**src/rtl/pipe_ctrl_if.sv**
```systemverilog
// Hazard inputs and stage-control outputs of the bittyCore pipeline sequencer.
// The perf counter signals exist only when PIPE_CTRL_PERF_EN is defined.
interface pipe_ctrl_if;
  logic        id_load_use;
  logic        ex_mc_start;
  logic        ex_branch_taken;
  logic [31:0] ex_branch_target;
  logic [5:0]  stall;
  logic        flush_if_id;
  logic        flush_id_ex;
  logic        new_pc_valid;
  logic [31:0] new_pc;
  logic        mc_busy;
  logic        mc_done;
`ifdef PIPE_CTRL_PERF_EN
  logic [31:0] perf_stall_cnt;
  logic [31:0] perf_flush_cnt;
`endif

  // master: the controller; slave: the pipeline datapath it steers
  modport master (
    input  id_load_use, ex_mc_start, ex_branch_taken, ex_branch_target,
    output stall, flush_if_id, flush_id_ex, new_pc_valid, new_pc, mc_busy, mc_done
`ifdef PIPE_CTRL_PERF_EN
    , output perf_stall_cnt, perf_flush_cnt
`endif
  );

  modport slave (
    output id_load_use, ex_mc_start, ex_branch_taken, ex_branch_target,
    input  stall, flush_if_id, flush_id_ex, new_pc_valid, new_pc, mc_busy, mc_done
`ifdef PIPE_CTRL_PERF_EN
    , input perf_stall_cnt, perf_flush_cnt
`endif
  );
endinterface

```
**src/rtl/pipe_ctrl.sv**
```systemverilog
// Pipeline sequencer: arbitrates branch > multi-cycle > load-use hazards into per-stage
// hold/bubble controls. Optional PIPE_CTRL_PERF_EN adds stall/flush cycle counters.
module pipe_ctrl #(
  parameter int unsigned MC_CYCLES = 32,
  parameter int unsigned CNT_W     = 6
) (
  input  logic          clk,
  input  logic          rst,
  pipe_ctrl_if.master   bus
);

  typedef enum logic [1:0] {StIdle, StMcBusy, StMcDone} state_e;

  localparam logic [CNT_W-1:0] CntInit = CNT_W'(MC_CYCLES - 1);
  localparam logic [5:0] StallMc = 6'b001111;
  localparam logic [5:0] StallLu = 6'b000011;

  state_e           state_q, state_d;
  logic [CNT_W-1:0] cnt_q, cnt_d;

  always_ff @(posedge clk) begin
    if (rst) begin
      state_q <= StIdle;
      cnt_q   <= '0;
    end else begin
      state_q <= state_d;
      cnt_q   <= cnt_d;
    end
  end

  always_comb begin
    state_d          = state_q;
    cnt_d            = cnt_q;
    bus.stall        = '0;
    bus.flush_if_id  = 1'b0;
    bus.flush_id_ex  = 1'b0;
    bus.new_pc_valid = 1'b0;
    bus.new_pc       = '0;
    bus.mc_busy      = 1'b0;
    bus.mc_done      = 1'b0;
    unique case (state_q)
      StIdle, StMcDone: begin
        if (state_q == StMcDone) begin
          bus.mc_done = 1'b1;
          state_d     = StIdle;
        end
        if (bus.ex_branch_taken) begin
          bus.flush_if_id  = 1'b1;
          bus.flush_id_ex  = 1'b1;
          bus.new_pc_valid = 1'b1;
          bus.new_pc       = bus.ex_branch_target;
        end else if (bus.ex_mc_start && state_q == StIdle) begin
          state_d   = StMcBusy;
          cnt_d     = CntInit;
          bus.stall = StallMc;
        end else if (bus.id_load_use) begin
          bus.stall       = StallLu;
          bus.flush_id_ex = 1'b1;
        end
      end
      StMcBusy: begin
        bus.stall   = StallMc;
        bus.mc_busy = 1'b1;
        // Leaving at cnt<=1 gives MC_CYCLES stalls in total including the start cycle,
        // while MC_CYCLES=1 still spends its single busy cycle at cnt=0.
        if (cnt_q <= CNT_W'(1)) begin
          state_d = StMcDone;
          cnt_d   = '0;
        end else begin
          cnt_d = cnt_q - CNT_W'(1);
        end
      end
      default: state_d = StIdle;
    endcase
  end

`ifdef PIPE_CTRL_PERF_EN
  logic [31:0] perf_stall_q, perf_flush_q;

  always_ff @(posedge clk) begin
    if (rst) begin
      perf_stall_q <= '0;
      perf_flush_q <= '0;
    end else begin
      if (bus.stall != '0) perf_stall_q <= perf_stall_q + 32'd1;
      if (bus.flush_if_id) perf_flush_q <= perf_flush_q + 32'd1;
    end
  end

  assign bus.perf_stall_cnt = perf_stall_q;
  assign bus.perf_flush_cnt = perf_flush_q;
`endif

endmodule
```
**src/flat_wrapper.sv**
```systemverilog
// flat-port wrapper written by rule: the top's interface ports become plain ports
module pipe_ctrl_flat 
#(
  parameter int unsigned MC_CYCLES = 32,
  parameter int unsigned CNT_W     = 6
)
  (clk, rst, bus_id_load_use, bus_ex_mc_start, bus_ex_branch_taken, bus_ex_branch_target, bus_stall, bus_flush_if_id, bus_flush_id_ex, bus_new_pc_valid, bus_new_pc, bus_mc_busy, bus_mc_done);
  pipe_ctrl_if bus_i ();
  input  logic clk;
  input  logic rst;
  input wire logic [$bits(bus_i.id_load_use)-1:0] bus_id_load_use;
  input wire logic [$bits(bus_i.ex_mc_start)-1:0] bus_ex_mc_start;
  input wire logic [$bits(bus_i.ex_branch_taken)-1:0] bus_ex_branch_taken;
  input wire logic [$bits(bus_i.ex_branch_target)-1:0] bus_ex_branch_target;
  output wire logic [$bits(bus_i.stall)-1:0] bus_stall;
  output wire logic [$bits(bus_i.flush_if_id)-1:0] bus_flush_if_id;
  output wire logic [$bits(bus_i.flush_id_ex)-1:0] bus_flush_id_ex;
  output wire logic [$bits(bus_i.new_pc_valid)-1:0] bus_new_pc_valid;
  output wire logic [$bits(bus_i.new_pc)-1:0] bus_new_pc;
  output wire logic [$bits(bus_i.mc_busy)-1:0] bus_mc_busy;
  output wire logic [$bits(bus_i.mc_done)-1:0] bus_mc_done;
  assign bus_i.id_load_use = bus_id_load_use;
  assign bus_i.ex_mc_start = bus_ex_mc_start;
  assign bus_i.ex_branch_taken = bus_ex_branch_taken;
  assign bus_i.ex_branch_target = bus_ex_branch_target;
  assign bus_stall = bus_i.stall;
  assign bus_flush_if_id = bus_i.flush_if_id;
  assign bus_flush_id_ex = bus_i.flush_id_ex;
  assign bus_new_pc_valid = bus_i.new_pc_valid;
  assign bus_new_pc = bus_i.new_pc;
  assign bus_mc_busy = bus_i.mc_busy;
  assign bus_mc_done = bus_i.mc_done;
  pipe_ctrl #(.MC_CYCLES(MC_CYCLES), .CNT_W(CNT_W)) u_core (.clk(clk), .rst(rst), .bus(bus_i));
endmodule
```
**config.mk**
```make
export PLATFORM = sky130hd
export DESIGN_NAME = pipe_ctrl_flat
export DESIGN_NICKNAME = d
export VERILOG_FILES = /design/src/rtl/pipe_ctrl_if.sv /design/src/rtl/pipe_ctrl.sv /design/src/flat_wrapper.sv
export SDC_FILE = /design/constraint.sdc
export NUM_CORES = 1
export LEC_CHECK = 0
export ABC_AREA = 1
export ABC_CLOCK_PERIOD_IN_PS = 3800
export CORE_ASPECT_RATIO = 0.7
export CORE_MARGIN = 1
export CORE_UTILIZATION = 33
export DETAILED_ROUTE_END_ITERATION = 10
export PLACE_DENSITY = 0.87
export SLEW_MARGIN = 40
export SYNTH_ARGS = -nofsm -noshare
export SYNTH_HDL_FRONTEND = slang
export SYNTH_SLANG_ARGS = --single-unit
```
**constraint.sdc**
```tcl
create_clock -name clk -period 3.8 [get_ports clk]
set_clock_uncertainty 0.05 [all_clocks]
set_input_delay 0.76 -clock clk [delete_from_list [all_inputs] [get_ports clk]]
set_output_delay 0.76 -clock clk [all_outputs]
set_load 0.1 [all_outputs]
```
# After elaboration in Yosys (flattened, before gate mapping)
# Index checks and enable logic that the tools add are counted.
op_classes:
  n_addsub: 1
  magnitude_cmp: 1
  eq_ne: 5
  mux: 24
  n_reduce_logical: 5
op_table:
  columns: ["op", "n"]
  rows:
  - ["32-bit 2-to-1 mux", 2]
  - ["6-bit 2-to-1 mux", 5]
  - ["6-bit case mux with 2 select lines", 2]
  - ["2-bit 2-to-1 mux", 5]
  - ["1-bit 2-to-1 mux", 9]
  - ["6-bit by 1-bit <= comparator with 1-bit output (second input constant)", 1]
  - ["6-bit by 1-bit subtractor with 6-bit output (second input constant)", 1]
  - ["2-bit by 1-bit inequality test with 1-bit output (second input constant)", 2]
  - ["2-bit case mux with 2 select lines", 1]
  - ["3-bit AND reduction", 1]
  - ["2-bit by 1-bit == test with 1-bit output (second input constant)", 1]
  - ["2-bit == test (second input constant)", 1]
  - ["2-bit logical NOT", 1]
  - ["2-bit inequality test (second input constant)", 1]
  - ["2-bit nonzero test", 1]
  - ["2-bit OR reduction", 1]
  - ["1-bit logical AND", 1]
totals:
  ff_bits: 8
  out_inout_bits: 43
  wordCells: 38

# Longest topological paths before layout
# Gate-level depths: netlist (run 1).
depth:
  depth_word: 5
  depth_mapped: 9
  ltp_nobuf: 9

# Worst setup path before layout (run 1)
# OpenSTA, ideal clock, no wires.
synth_timing:
  kind: "input port to output port"
  start: "in bus_ex_branch_taken"
  end: "out bus_stall[1]"
  t_arrival_ns: 3.786
  slack_ns: -0.796
  stages: 5
  path_buffers: 2
  path_cell_list: "clkbuf_1 inv_1 o21ai_0 o21ai_0 buf_4"
synth_via:
  elab_chain_len: 2
synth_rtl:
  columns: ["item", "line", "source"]
  rows:
  - ["from (decl)", "flat_wrapper.sv:13", "input wire logic [$bits(bus_i.ex_branch_taken)-1:0] bus_ex_branch_taken;"]
  - ["6-bit 2-to-1 mux", "pipe_ctrl.sv:47", "if (bus.ex_branch_taken) begin"]
  - ["6-bit case mux with 2 select lines", "pipe_ctrl.sv:41", "unique case (state_q)"]
  - ["to (decl)", "flat_wrapper.sv:15", "output wire logic [$bits(bus_i.stall)-1:0] bus_stall;"]
# Every way passes these cells.

# Worst setup path after layout (run 1)
layout_timing:
  start: "in bus_ex_branch_taken"
  end: "out bus_new_pc[3]"
layout_via:
  elab_chain_len: 2
layout_rtl:
  columns: ["item", "line", "source"]
  rows:
  - ["32-bit 2-to-1 mux", "pipe_ctrl.sv:47", null]
  - ["32-bit 2-to-1 mux", "pipe_ctrl.sv:41", null]
  - ["to (decl)", "flat_wrapper.sv:19", "output wire logic [$bits(bus_i.new_pc)-1:0] bus_new_pc;"]
# Every way passes these cells.

==> results of run 1 <==
[routing by layer]
layer / global-route usage / vias to the layer above
met4: 0.0977 / 0
li1: - / 600
met5: 0 / -
met2: 0.583 / 74
met3: 0.0696 / 14
met1: 0.306 / 578
[flip-flops by register name, indices dropped and copies added (netlist names)]
name / count
u_core.cnt_q: 6
u_core.state_q: 2
[cell type report]
cell class / instances / area share
repair buffers: 79 / 0.576
multi-input cells: 119 / 0.272
flip-flops and latches: 8 / 0.0788
inverters: 15 / 0.0326
clock buffers: 3 / 0.0203
well taps: 32 / 0.0197
[how the worst max path moves through the flow]
stage	from	endpoint	slack [ns]	cells after the start
final	bus_ex_branch_taken	bus_new_pc[3]	0.73	5
after global routing	bus_ex_branch_taken	bus_flush_id_ex	0.64	6
after CTS	bus_ex_branch_taken	bus_new_pc[17]	0.76	5
after detailed placement	bus_ex_branch_taken	bus_new_pc[3]	0.78	5
after global placement	bus_ex_mc_start	bus_stall[0]	0.88	6
after floorplan	bus_ex_mc_start	bus_flush_id_ex	0.02	3
[layout by cell type (no fill, tap or decap), drive strengths merged]
| master | n |
|---|---|
| dfxtp | 8 |
| buf | 43 |
| clkdlybuf4s50 | 36 |
| ha | 2 |
| inv | 15 |
| nand2 | 49 |
| clkbuf | 3 |
| a21oi | 7 |
| nor3 | 1 |
| conb | 2 |
| nand3 | 6 |
| nor2 | 44 |
| o21ai | 8 |
[per-stage QoR]
stage	power (mW)	hold WS, ns	worst slack, ns	cell area [sq um]	util
after floorplan	0.466	0.432	0.0207	858	-
after global placement	0.653	0.454	0.883	1990	0.868
after detailed placement	0.672	0.482	0.781	1990	0.868
after CTS	0.777	0.487	0.764	2030	0.885
after global routing	0.805	0.503	0.637	2030	0.885
final	0.781	0.486	0.735	2030	0.885
[kinds of logic after synthesis]
logic type,synth area share
flops,0.188
other cells,0.00440
simple gates,0.511
fa+ha+maj,0.0294
buf+inv,0.170
compound gates,0.0969
[worst min-delay path, delay by kind of cell (launching register included)]
| family | cells | cell delay, ns |
|---|---|---|
| compound gates | 1 | 0.06 |
| flops | 1 | 0.33 |
| simple gates | 1 | 0.09 |
[report_power, final]
group | internal (mW) | switching (mW) | total [mW]
Sequential | 0.0938 | 0.0154 | 0.109
Clock | 0.0688 | 0.0357 | 0.105
Combinational | 0.188 | 0.378 | 0.567
Total | 0.351 | 0.430 | 0.781
==> results.json, run 1 <==
{
  "drc": 0,
  "clock-sinks": 8,
  "cp.arrival_ns": 2.26,
  "dp.cells": 253,
  "timing.rr.start": "u_core.state_q[0]",
  "cp_top_family": "buffers and inverters",
  "hp-start": "u_core.cnt_q[5]",
  "hold_class": "reg2reg",
  "fp.dieArea_sq_um": 2790,
  "hold_viol": 0,
  "p_leak_nw": 0.954,
  "top_layer_used": "met4",
  "cts_tree": "yes",
  "wl_per_cell_um": 15.8,
  "postCtsSetupRepairBufs": 0,
  "synth_cell_type_count": 25,
  "nets": 265,
  "gp_congestion": 0.998,
  "crit_fanout": 27,
  "grt_pass1_vias": 1242,
  "via_per_inst": 4.95,
  "finalSetupTns_ns": 0,
  "cts_root_buf": "clkbuf_8",
  "drt-pass1-iter-count": 4,
  "n_antenna_cell": 0,
  "yosysMostFrequentCell": "nand2_1",
  "antenna_left": 0,
  "num_rows": 14,
  "worstMarginPinSlew_ns": 0.568,
  "ff_latch_area_sq_um": 160,
  "whs_path_depth": 2,
  "ys_ff_latch": 8,
  "outcome": "completed",
  "cts-root-to-sink-buffers": 2,
  "crit_chain": "clkdlybuf4s50_1 -> buf_4 -> nand2_1 -> nor2_1 -> buf_12",
  "hpwl_um": 3240,
  "cp_data_required_time_ns": 2.99,
  "die_h_um": 44.5,
  "nFillCells": 107,
  "antenna_found_initial": 0,
  "synth.area.top_cells": "nand2_1 20%, dfxtp_1 19%, nor2_1 18%",
  "end_kind": "output pin",
  "setup_viol": 0,
  "yosysTopAreaCellShare": 0.203,
  "grt_start_max_net_pins": 28,
  "fmax_ghz": 0.326,
  "port_buffers": 77,
  "post-route-period-util": 0.807,
  "cp.buffers_inverters": 3,
  "synth_cells": 154,
  "drtIter0Drc": 70,
  "synth_area_sq_um": 852,
  "slowest_stage": "clkdlybuf4s50_1",
  "dr_wl_met3_um": 280,
  "multiInputGateArea_sq_um": 553,
  "fp.dieW_um": 62.7,
  "critical_path_class": "in2out",
  "cts_hold_repair.buffers": 0,
  "initial_core_util": 0.371,
  "slowest_delay_ns": 0.60,
  "ys_seq_area_frac": 0.188,
  "grt_first_pass_wirelength_um": 6130,
  "overflow": 0,
  "h-tree-depth": 1,
  "min_to": "u_core.cnt_q[5]",
  "ir_drop_mv": 0.360,
  "wl_met2_um": 2200,
  "path_clk_slew_ns": 0.04,
  "relSlewSlack": 0.621,
  "r2r_cells": 7,
  "syn_avg_cell_area_sq_um": 5.53,
  "instances_no_fill": 256,
  "p_per_area_nw_per_um2": 384,
  "maxCapViolCount": 0,
  "async_flop_share": 0,
  "slew_viol_final": 0,
  "synthFlopType": "dfxtp_1",
  "core_area_sq_um": 2290,
  "drive_gt1_frac": 0.263,
  "startpoint_type": "primary input",
  "cts_repair_resize_count": 0,
  "ioPinCount": 80,
  "grt_usage": 0.291,
  "r2r_setup_slack_ns": 2.29,
  "cts_buffers": 3,
  "num_vias": 1266,
  "finalCriticalPeriod_ns": 3.07,
  "wl_met1_um": 1490,
  "rsz0062_at_grt": "false",
  "drt_wl_total_um": 4050,
  "area_growth_pct": 138,
  "ys_warn_count": 0,
  "r2r-end": "u_core.cnt_q[2]",
  "synth_common_cells": "46 x nand2_1, 40 x nor2_1, 13 x inv_1",
  "yosysTopAreaCell": "nand2_1",
  "clkLatencyLatePin_ns": 0.23,
  "synth_edf_count": 0
}
Note: power is estimated with default switching activity, not from simulation.
==> run 2, diff against run 1 <==
ABC_CLOCK_PERIOD_IN_PS = 2900   (was 3800)
CORE_UTILIZATION = 30   (was 33)
PLACE_DENSITY = 0.8   (was 0.87)
clock period = 2.9 ns   (was 3.8 ns; I/O delays follow)
==> run 2 against run 1 <==
Against the previous run:
- die area is 9.6% higher
- cell area is 1.1% higher
- combinational power is 30% higher
- cell count is 0.78% higher
- sequential power is 28% higher
- register-to-register slack worse by 0.84 ns
- total power is 30% higher
- critical path depth stayed put
- critical path type unchanged
- highest routed layer unchanged
==> results.json, run 2 (synthesis results as in run 1) <==
{
  "ioPinCount": 80,
  "p_seq_frac": 0.137,
  "worst_slack_ns": 0.377,
  "design_area_sq_um": 2050,
  "total_power_mw": 1.01,
  "hpwl_um": 2740,
  "n_antenna_cell": 0,
  "gp_congestion": 0.829,
  "area_growth_pct": 141,
  "h-tree-depth": 1,
  "critical_path_class": "in2out",
  "r2r_setup_slack_ns": 1.45,
  "grt_first_pass_wirelength_um": 5180,
  "largest_reg_flops": 6,
  "placed_cell_area_sq_um": 2010,
  "p_leak_nw": 0.959,
  "hold_viol": 0,
  "clock-sinks": 8,
  "dp.cells": 255,
  "overflow": 0,
  "cp.arrival_ns": 1.89,
  "cp_data_required_time_ns": 2.27,
  "initial_core_util": 0.331,
  "drt_wl_total_um": 3470,
  "end_kind": "output pin",
  "postCtsSetupRepairBufs": 0,
  "num_rows": 15,
  "nets": 265,
  "post-route-period-util": 0.870,
  "nFillCells": 158,
  "core_area_sq_um": 2570,
  "die_h_um": 46.6,
  "fp.dieW_um": 65.7,
  "crit_fanout": 32,
  "clkLatencyLatePin_ns": 0.23,
  "drive_gt1_frac": 0.272,
  "cts_root_buf": "clkbuf_8",
  "pwr-share-comb": 0.727,
  "internal_power_mw": 0.465,
  "power_frac_clock": 0.135,
  "mostFrequentLayoutCell": "nand2_1",
  "antenna_found_initial": 0,
  "fmax_ghz": 0.396,
  "ir_drop_mv": 0.522,
  "rsz0062_at_grt": "false",
  "cts_tree": "yes",
  "endpoint": "bus_new_pc[7]",
  "hold_class": "reg2reg",
  "port_buffers": 77,
  "slew_viol_final": 0,
  "grt_start_max_net_pins": 36,
  "antenna_left": 0,
  "fin_hold_ws_ns": 0.479,
  "finalCriticalPeriod_ns": 2.52,
  "drt-pass1-iter-count": 4,
  "largest-register": "u_core.cnt_q",
  "cts_repair_resize_count": 0,
  "cts-root-to-sink-buffers": 2,
  "grt_usage": 0.232,
  "crit_path_start": "bus_ex_branch_taken",
  "num_vias": 1187,
  "startpoint_type": "primary input",
  "switching_power_mw": 0.548,
  "r2r_cells": 9,
  "fp.dieArea_sq_um": 3060,
  "instances_no_fill": 258,
  "cts_hold_repair.buffers": 0,
  "drc": 0,
  "cts_buffers": 3,
  "path_clk_slew_ns": 0.04,
  "top_regs": "u_core.cnt_q x6, u_core.state_q x2",
  "pre_cts_ws_ns": 0.380,
  "finalSetupTns_ns": 0,
  "switching_share": 0.541,
  "p_per_area_nw_per_um2": 493,
  "layout_common_cells": "46 x nand2_1, 40 x buf_12, 39 x nor2_1",
  "via_per_inst": 4.60,
  "r2r-end": "u_core.cnt_q[5]",
  "setup_viol": 0,
  "maxCapViolCount": 0,
  "outcome": "completed",
  "timing.rr.start": "u_core.cnt_q[0]",
  "wl_per_cell_um": 13.4,
  "fin_util": 0.799,
  "grt_pass1_vias": 1047,
  "drtIter0Drc": 57
}
## run 2: cell count changes in the layout (fill, tap and decap cells not counted)
cell     change
buf_4        -1
o21ai_1      -1
o21ai_0      -1
o21ai_2      +2
buf_12       +1
## run 2: worst min path at each step
stage | startpoint | end | slack [ns] | cells past startpoint
finish | u_core.cnt_q[5] | u_core.cnt_q[5] | 0.48 | 2
global route | u_core.cnt_q[5] | u_core.cnt_q[5] | 0.53 | 2
detailed placement | u_core.cnt_q[5] | u_core.cnt_q[5] | 0.46 | 2
global placement | u_core.cnt_q[5] | u_core.cnt_q[5] | 0.46 | 2
CTS | u_core.cnt_q[5] | u_core.cnt_q[5] | 0.48 | 2
floorplan | u_core.cnt_q[5] | u_core.cnt_q[5] | 0.43 | 2
## run 2: cell type report
cell class                 instances  area [sq um]  area share
clock buffer                       3          41.3      0.0201
tap                               34          42.5      0.0207
timing repair buffer              79          1180       0.576
sequential                         8           160      0.0780
multi-input combinational        119           561       0.273
inverter                          15          66.3      0.0323
## run 2: worst max-delay path: stages
cell and delay (ns):
clkdlybuf4s50_1 0.48, buf_4 0.30, nand2_1 0.10, nor2_1 0.21, buf_12 0.21
## run 2: routing by layer
layer  share of wire  vias up  GRT usage
met5               0        -          0
met4           0.021        0     0.0696
met3           0.071        8     0.0693
met2            0.53       55      0.400
met1            0.38      526      0.280
li1                -      598          -
## run 2: power groups by stage
| stage | sequential, mW | clock, mW | combinational [mW] |
|---|---|---|---|
| global route | 0.141 | 0.144 | 0.769 |
| detailed placement | 0.139 | 0 | 0.734 |
| CTS | 0.138 | 0.138 | 0.738 |
| finish | 0.139 | 0.137 | 0.737 |
| floorplan | 0.135 | 0 | 0.479 |
| global placement | 0.139 | 0 | 0.728 |
==> run 3, diff against run 2 <==
MAX_ROUTING_LAYER = met4   (was not set)
==> run 3 against run 2 <==
Against the previous run:
- maximum frequency barely moved
- sequential share of layout area unchanged
- register-to-register slack hardly changed
- global-route usage grew 0.72 points
- die area unchanged
- clock power about the same
- critical path depth did not move
- cell area stayed put
- via count about the same
- flip-flop and latch count stayed put
==> results.json, run 3 (synthesis results as in run 1) <==
{
  "slowest_stage": "clkdlybuf4s50_1",
  "end_kind": "output pin",
  "cts_buffers": 3,
  "startpoint_type": "primary input",
  "maxCapViolCount": 0,
  "whs_path_depth": 2,
  "ir_drop_mv": 0.522,
  "clock-sinks": 8,
  "setup_viol": 0,
  "grt_start_max_net_pins": 36,
  "num_vias": 1188,
  "switching_share": 0.541,
  "n_antenna_cell": 0,
  "via_per_inst": 4.60,
  "cts_tree": "yes",
  "r2r-end": "u_core.cnt_q[5]",
  "largest-register": "u_core.cnt_q",
  "crit_fanout": 32,
  "cts_repair_resize_count": 0,
  "drc": 0,
  "drt-pass1-iter-count": 4,
  "critical_path_class": "in2out",
  "p_seq_frac": 0.137,
  "port_buffers": 77,
  "fin_util": 0.799,
  "die_h_um": 46.6,
  "pre_cts_ws_ns": 0.380,
  "worst_slack_ns": 0.376,
  "outcome": "completed",
  "top_regs": "u_core.cnt_q x6, u_core.state_q x2",
  "initial_core_util": 0.331,
  "internal_power_mw": 0.465,
  "gp_congestion": 0.842,
  "area_growth_pct": 141,
  "cts-root-to-sink-buffers": 2,
  "cp.arrival_ns": 1.89,
  "rsz0062_at_grt": "false",
  "postCtsSetupRepairBufs": 0,
  "cp_data_required_time_ns": 2.27,
  "r2r_setup_slack_ns": 1.46,
  "r2r_cells": 9,
  "hp-start": "u_core.cnt_q[5]",
  "antenna_found_initial": 0,
  "grt_usage": 0.239,
  "power_frac_clock": 0.135,
  "timing.rr.start": "u_core.cnt_q[0]",
  "finalSetupTns_ns": 0,
  "min_to": "u_core.cnt_q[5]",
  "cts_root_buf": "clkbuf_8",
  "grt_pass1_vias": 1045,
  "num_rows": 15,
  "drt_wl_total_um": 3490,
  "drive_gt1_frac": 0.272,
  "core_area_sq_um": 2570,
  "drtIter0Drc": 60,
  "slowest_delay_ns": 0.48,
  "largest_reg_flops": 6,
  "clkLatencyLatePin_ns": 0.23,
  "cts_hold_repair.buffers": 0,
  "switching_power_mw": 0.548,
  "p_leak_nw": 0.959,
  "p_per_area_nw_per_um2": 493,
  "ioPinCount": 80,
  "fmax_ghz": 0.396,
  "finalCriticalPeriod_ns": 2.52,
  "slew_viol_final": 0,
  "layout_common_cells": "46 x nand2_1, 40 x buf_12, 39 x nor2_1",
  "hold_class": "reg2reg",
  "wl_per_cell_um": 13.5,
  "post-route-period-util": 0.870,
  "grt_first_pass_wirelength_um": 5180,
  "pwr-share-comb": 0.727,
  "total_power_mw": 1.01,
  "overflow": 0,
  "antenna_left": 0,
  "fp.dieW_um": 65.7,
  "h-tree-depth": 1,
  "mostFrequentLayoutCell": "nand2_1",
  "nets": 265,
  "path_clk_slew_ns": 0.04,
  "crit_chain": "clkdlybuf4s50_1 -> buf_4 -> nand2_1 -> nor2_1 -> buf_12",
  "hold_viol": 0,
  "fp.dieArea_sq_um": 3060,
  "hpwl_um": 2740
}
-- run 3: cell counts in the layout (fill, tap and decap cells not counted) --
No cell type changed its count.
-- run 3: power groups by stage --
stage | combinational [mW] | clock [mW] | sequential [mW]
after detailed placement | 0.734 | 0 | 0.139
after floorplan | 0.479 | 0 | 0.135
after global placement | 0.728 | 0 | 0.139
final | 0.737 | 0.137 | 0.139
after CTS | 0.738 | 0.138 | 0.138
after global routing | 0.769 | 0.144 | 0.141
-- run 3: worst max path at each step --
stage	start	end	slack [ns]
3_5_place_dp	bus_ex_branch_taken	bus_new_pc[30]	0.38
5_1_grt	bus_ex_branch_taken	bus_new_pc[30]	0.29
3_3_place_gp	bus_ex_branch_taken	bus_new_pc[12]	0.42
4_1_cts	bus_ex_branch_taken	bus_new_pc[30]	0.38
2_1_floorplan	bus_ex_branch_taken	bus_new_pc[10]	0.02
6_report	bus_ex_branch_taken	bus_new_pc[7]	0.38
-- run 3: metal layers --
| metal | global-route usage | part of all wire | vias to the layer above |
|---|---|---|---|
| met5 | - | 0 | - |
| met4 | 0.0696 | 0.022 | 0 |
| met3 | 0.0693 | 0.076 | 8 |
| met2 | 0.400 | 0.53 | 57 |
| met1 | 0.280 | 0.38 | 523 |
| li1 | - | - | 600 |
-- run 3: final cells by class --
type                            instances  area, sq um
Inverter                               15         66.3
Fill cell                             158          517
Timing Repair Buffer                   79         1180
Tap cell                               34         42.5
Clock buffer                            3         41.3
Multi-Input combinational cell        119          561
Sequential cell                         8          160
-- run 3: metrics by stage --
step           area (sq um)  hold WS, ns  std cells
2_1_floorplan           866        0.432        155
5_1_grt                2050        0.527        258
3_5_place_dp           2010        0.463        255
6_report               2050        0.479        258
3_3_place_gp           2010        0.459        255
4_1_cts                2050        0.476        258
-- run 3: critical path, delay by kind of cell --
| family | cells | cell delay, ns |
|---|---|---|
| and+or+nand+nor | 2 | 0.31 |
| buffers and inverters | 3 | 0.99 |
